## src/rtl/banco_de_registradores.sv

```systemverilog
// Register bank: 32 GPRs with two combinational read ports and one write port,
// plus HI/LO, compare flag, call/data stack pointers and a free-running cycle counter.
module banco_de_registradores #(
   parameter int WIDTH    = 32,
   parameter int SP_STEP  = 4,
   parameter int SP_RESET = 0
) (
   input  logic             clk,
   input  logic             rst_n,
   input  logic [4:0]       RL0,
   input  logic [4:0]       RL1,
   input  logic [4:0]       RE0,
   input  logic [WIDTH-1:0] esc0,
   input  logic [WIDTH-1:0] esc1,
   input  logic             comp,
   input  logic [7:0]       ctrl,
   output logic [WIDTH-1:0] D0,
   output logic [WIDTH-1:0] D1,
   output logic             CM,
   output logic [WIDTH-1:0] AS,
   output logic [WIDTH-1:0] SP,
   output logic [WIDTH-1:0] JR,
   output logic [WIDTH-1:0] RF
);

   logic             esc_reg1, esc_reg2, pilha1, pilha2, emp;
   logic [2:0]       jr_sel;
   logic             cm_upd;
   logic [WIDTH-1:0] regs [32];
   logic [WIDTH-1:0] hi, lo, time_cnt;

   assign esc_reg1 = ctrl[0];
   assign esc_reg2 = ctrl[1];
   assign pilha1   = ctrl[2];
   assign pilha2   = ctrl[3];
   assign emp      = ctrl[4];
   assign jr_sel   = ctrl[7:5];
   // Compare flag only latches on an otherwise idle control word.
   assign cm_upd   = (ctrl[3:0] == 4'd0) && (jr_sel == 3'd0);

   assign regs[0] = '0;

   for (genvar i = 1; i < 32; i++) begin : g_gpr
      always_ff @(posedge clk or negedge rst_n) begin
         if (!rst_n)
            regs[i] <= '0;
         else if (esc_reg1 && (RE0 == 5'(i)))
            regs[i] <= esc0;
      end
   end

   always_ff @(posedge clk or negedge rst_n) begin
      if (!rst_n) begin
         hi       <= '0;
         lo       <= '0;
         CM       <= 1'b0;
         AS       <= '0;
         SP       <= WIDTH'(SP_RESET);
         time_cnt <= '0;
      end else begin
         time_cnt <= time_cnt + 1'b1;
         if (esc_reg2) begin
            lo <= esc0;
            hi <= esc1;
         end
         if (cm_upd)
            CM <= comp;
         if (pilha1)
            AS <= emp ? AS + 1'b1 : AS - 1'b1;
         if (pilha2)
            SP <= emp ? SP + WIDTH'(SP_STEP) : SP - WIDTH'(SP_STEP);
      end
   end

   assign D0 = regs[RL0];
   assign D1 = regs[RL1];
   assign RF = regs[RE0];

   always_comb begin
      JR = '0;
      case (jr_sel)
         3'd0, 3'd1: JR = regs[RE0];
         3'd2:       JR = hi;
         3'd3:       JR = lo;
         3'd4:       JR = time_cnt;
         default:    JR = '0;
      endcase
   end

endmodule

```

## config.mk

```make
export PLATFORM = sky130hd
export DESIGN_NAME = banco_de_registradores
export DESIGN_NICKNAME = d
export VERILOG_FILES = /design/src/rtl/banco_de_registradores.sv
export SDC_FILE = /design/constraint.sdc
export NUM_CORES = 2
export LEC_CHECK = 0
export BUFFER_PORTS_ARGS = -buffer_cell sky130_fd_sc_hd__buf_4
export CAP_MARGIN = 20
export CORE_ASPECT_RATIO = 0.9
export CORE_MARGIN = 1
export CORE_UTILIZATION = 57
export DETAILED_ROUTE_END_ITERATION = 10
export HOLD_SLACK_MARGIN = 0.1
export PLACE_DENSITY = 0.84
export SETUP_SLACK_MARGIN = 0.3
export SYNTH_ARGS = -nofsm -noshare
export SYNTH_HDL_FRONTEND = slang
export SYNTH_SLANG_ARGS = --single-unit
```

## constraint.sdc

```tcl
create_clock -name clk -period 2.42 [get_ports clk]
set_input_delay 0.121 -clock clk [delete_from_list [all_inputs] [get_ports clk]]
set_output_delay 0.121 -clock clk [all_outputs]
set_load 0.01 [all_outputs]
```

# After elaboration in Yosys (flattened, before gate mapping)
# Index checks and enable logic that the tools add are counted.
dict set report word_totals {
  rom_bits 0
  latch_bits 0
  mem_bits_rw 0
  ff_bits 1153
  memories 0
}
dict set report op_classes {
  n_reduce_logical 35
  n_lt_le_gt_ge 3
  shifts 0
  n_addsub 5
  multipliers 0
  mux 12
  bitwise_logic 3
  div_mod_pow 0
  eq_ne 35
}
# op n
set ops {}
lappend ops {{$bmux W32 S5} 3}
lappend ops {{$mux W32} 8}
lappend ops {{$pmux W32 S4} 1}
lappend ops {{$eq A5 B5 Y1 const B} 16}
lappend ops {{$add A32 B1 Y32 const B} 2}
lappend ops {{$eq A5 B4 Y1 const B} 8}
lappend ops {{$add A32 B3 Y32 const B} 1}
lappend ops {{$logic_and A1 B1 Y1} 32}
lappend ops {{$sub A32 B1 Y32 const B} 1}
lappend ops {{$sub A32 B3 Y32 const B} 1}
lappend ops {{$eq A5 B3 Y1 const B} 4}
lappend ops {{$ge A6 B6 Y1 const B} 3}
lappend ops {{$not A5 Y6} 3}
lappend ops {{$eq A5 B2 Y1 const B} 2}
lappend ops {{$eq A3 B2 Y1 const B} 2}
lappend ops {{$eq A5 B1 Y1 const B} 1}
lappend ops {{$logic_not A4 Y1} 1}
lappend ops {{$eq A3 B1 Y1 const B} 1}
lappend ops {{$eq A3 B3 Y1 const B} 1}
lappend ops {{$logic_not A3 Y1} 1}
lappend ops {{$reduce_or A2 Y1} 1}

# Logic depth before layout (Yosys ltp)
dict set report logic_depth {
  ltp_word 5
  mapped_depth 13
  mapped_depth_nobuf 11
}

# Worst setup path before layout
# OpenSTA, ideal clock, no wires.
dict set report synth_path {
  path_kind {input-to-reg}
  from {in ctrl[4]}
  to {reg AS[30]}
  slack_ps -1080
  arrival_time_ps 3375
  stages 11
  required_time_ps 2295
  path_buffers 0
  path_cell_list {inv_1 > ha_1 > a21o_1 > a21o_1 > a21oi_2 > o221ai_2 > or3_1 > a221o_1 > a41oi_2 > xnor2_1 > mux2_2}
}
dict set report synth_between {
  elab_chain_cells 1
}
# element line_no
set synth_lines {}
lappend synth_lines {{from (decl)} 16} ;# input logic [7:0] ctrl,
lappend synth_lines {{$mux W32} 69} ;# AS <= emp ? AS + 1'b1 : AS - 1'b1;
lappend synth_lines {{to (signal assigned)} 69}
lappend synth_lines {{to (decl)} 20} ;# output logic [WIDTH-1:0] AS,
# Every way passes these cells.
# A chain may end at the register's enable or synchronous reset.

# Worst setup path after layout
dict set report layout_path {
  from {reg regs[48] (netlist name)}
  to {out JR[16]}
}
dict set report layout_between {
  elab_chain_cells 4
}
# element line_no
set layout_lines {}
lappend layout_lines {{from (decl)} 29} ;# logic [WIDTH-1:0] regs [32];
lappend layout_lines {{from (signal, indexed assignment)} 48} ;# regs[i] <= esc0;
lappend layout_lines {{$bmux W32 S5} 82} ;# 3'd0, 3'd1: JR = regs[RE0];
lappend layout_lines {{$mux W32 (implied by the code) (2 in a row)} 82}
lappend layout_lines {{$pmux W32 S4} 81} ;# case (jr_sel)
lappend layout_lines {{to (decl)} 22} ;# output logic [WIDTH-1:0] JR,
# Every way passes these cells. The select of a mux whose other input is x is not followed.

==> results.sh <==
export IMPL_drt_iter0_drc=8642
export IMPL_fp_coreArea_um2=123000
export IMPL_async_reset_ff_frac=1.00
export IMPL_p_per_area_nw_per_um2=893
export IMPL_cts_buffers=118
export IMPL_end_kind="output pin"
export IMPL_syn_area_per_cell_um2=14.8
export IMPL_die_x_um=373
export IMPL_seq_area_um2=28800
export IMPL_drcViolationCount=0
export IMPL_gp_congestion=0.947
export IMPL_relSlewSlack=0.341
export IMPL_finalCriticalPeriod_ns=3.48
export IMPL_status="complete, but fails checks"
export IMPL_leakage_nw=38.8
export IMPL_routed_via_density=7.65
export IMPL_layout_nets=5824
export IMPL_post_synth_top_count_cell="mux2_2"
export IMPL_drtAntennaViolNets=0
export IMPL_cts_max_path_buffers=3
export IMPL_dr_pass1_iters=9
export IMPL_port_buffers=280
export IMPL_wl_met2_mm=117
export IMPL_synth_cell_types=81
export IMPL_yosys_warnings=0
export IMPL_gr_total_overflow=0
export IMPL_worstPathMaxFanout=2
export IMPL_finalNonFillerCells=7405
export IMPL_clock_sinks=1151
export IMPL_cts_max_level=3
export IMPL_core_rowCount=122
export IMPL_final_setup_skew_ns=0.0184
export IMPL_synth_top_area_cell="dfrtp_1"
export IMPL_insertion_delay_ns=0.77
export IMPL_ys_seq_area_frac=0.408
export IMPL_wirelength_mm=269
export IMPL_fin_crit_sh=1.44
export IMPL_grt_pass1_vias=57500
export IMPL_met3_length_mm=43.2
export IMPL_critical_path_class="reg2out"
export IMPL_grt_max_degree=120
export IMPL_cp_start_kind="flop"
export IMPL_wl_per_cell_um=36.4
export IMPL_die_area_um2=125000
export IMPL_synth_seq_cells=1151
export IMPL_whs_ns=0.131
export IMPL_dp_final_hpwl_mm=156
export IMPL_dp_cells=6828
export IMPL_start_util=0.574
export IMPL_worst_slack_ns=-1.06
export IMPL_synth_area_leaders="dfrtp_1, mux4_2, mux2_2"
export IMPL_antenna_found_initial=22
export IMPL_multi_input_area_um2=41500
export IMPL_clk_pin_slew_worst_paths_ns=0.07
export IMPL_synth_top_cell_area_share=0.408
export IMPL_cp_required_ns=2.30
export IMPL_synth_edff_count=0
export IMPL_io_pins=283
export IMPL_slew_viol_final=0
export IMPL_met1_length_mm=86.0
export IMPL_violations="negative setup slack"
export IMPL_grt_usage=0.410
export IMPL_root_buffer="clkbuf_16"
export IMPL_hold_viol_final=0
export IMPL_num_fill_cells=6738
export IMPL_syn_area_um2=70500
export IMPL_hold_class="in2reg"
export IMPL_grt_first_pass_wirelength_mm=378
export IMPL_syn2layout_area_growth_pct=26.5
export IMPL_drive_above_1_share=0.647
export IMPL_drv_cap=0
export IMPL_cp_arrival_ns=3.36
export IMPL_rsz0062_at_grt="true"
export IMPL_synth_common_cells="mux2_2, dfrtp_1, mux4_2, clkbuf_1, nand2_1"
export IMPL_die_y_um=336
export IMPL_timing_fmax_mhz=288
export IMPL_worst_pin_slew_ns=0.988
export IMPL_setup_violations_final=162
export IMPL_cts_tree="yes"
export IMPL_vias=56700
export IMPL_synth_ff_type="dfrtp_1"
export IMPL_top_layer_used="met5"
export IMPL_syn_inst=4767
export IMPL_ir_worst_vdd_mv=0.899
==> power breakdown <==
part	leakage, nW	switching (W)	internal, W	total, W
registers	14.6	0.00417	0.0232	0.0273
clock network	2.15	0.00876	0.0120	0.0208
logic	22.0	0.0137	0.0179	0.0316
total	38.8	0.0266	0.0531	0.0797
==> path summary, 6_finish.rpt <==
check | from | end | slack, ns | cells after the start
max reg2reg | AS[1] | AS[31] | -0.42 | 11
min reg2reg | time_cnt[5] | time_cnt[5] | 0.49 | 1
min in group asynchronous | rst_n | regs[817] | 0.23 | 3
max | regs[48] | JR[16] | -1.06 | 8
max in group asynchronous | rst_n | regs[431] | 1.45 | 3
min | esc1[28] | hi[28] | 0.13 | 3
==> registers in the layout (all words and copies together) (netlist names) <==
register,flops
hi,32
AS,32
regs,992
lo,32
time_cnt,32
SP,30
CM,1
==> layout make-up <==
type	count	share of cell area
clock inverters	65	0.0107
well taps	1612	0.0226
clock buffers	161	0.0384
flip-flops and latches	1151	0.323
inverters	29	0.00126
repair buffers	1266	0.139
multi-input cells	3107	0.465
diodes	14	0.000393
==> kinds of logic (layout without fill, tap and decap cells) <==
logic type	after synthesis	in the layout	share of synthesized area
compound gates	408	408	0.0401
xor+xnor	79	79	0.00981
fa+ha+maj	61	61	0.0110
buf+inv	510	1521	0.0300
flops	1151	1151	0.408
mux	2151	2151	0.475
other cells	1	16	0.0000532
simple gates	406	406	0.0258
==> stage by stage <==
stage | utilization | power, W | area [um^2] | worst slack [ns] | setup TNS, ns
after floorplan | - | 0.0415 | 71100 | -0.825 | -24.10
after global placement | 0.649 | 0.0504 | 79700 | -0.653 | -28.35
after detailed placement | 0.649 | 0.0516 | 79700 | -0.704 | -32.07
after CTS | 0.715 | 0.0755 | 87800 | -0.942 | -61.97
after global routing | 0.726 | 0.0818 | 89200 | -1.00 | -82.09
final | 0.726 | 0.0797 | 89200 | -1.06 | -76.27
==> placed cells by master, fill, tap and decap left out, types with 74 or more instances in the layout <==
cell / n
mux2i_1: 74
mux4_2: 832
nand2_1: 155
mux2_4: 96
dfrtp_1: 1149
buf_4: 822
buf_6: 221
mux2_2: 1145
buf_12: 144
clkbuf_16: 118
==> timing repair <==
action / in CTS / in global routing
buffers inserted: 173 / 92
pin swaps: 69 / 70
hold buffers: 72 / 0
resized for setup: 413 / 158
cloned: 0 / 0
endpoints found under the hold margin: 2265 / 0
endpoints found under the setup margin: 172 / 184
==> worst max-delay path: stages (launching register included) <==
cell and delay (ns):
dfrtp_1 0.46, mux4_2 0.53, mux4_2 0.53, nand2b_4 0.17, o41a_1 0.28, nor2_1 0.20
a211oi_2 0.06, a21o_1 0.22, buf_6 0.13
==> metal layers <==
metal  track usage  vias to the layer above
li1              -                    20600
met1         0.495                    28600
met2         0.605                     5642
met3         0.186                     1794
met4         0.250                       22
met5             0                        -
Power figures use the tool's default switching activity.
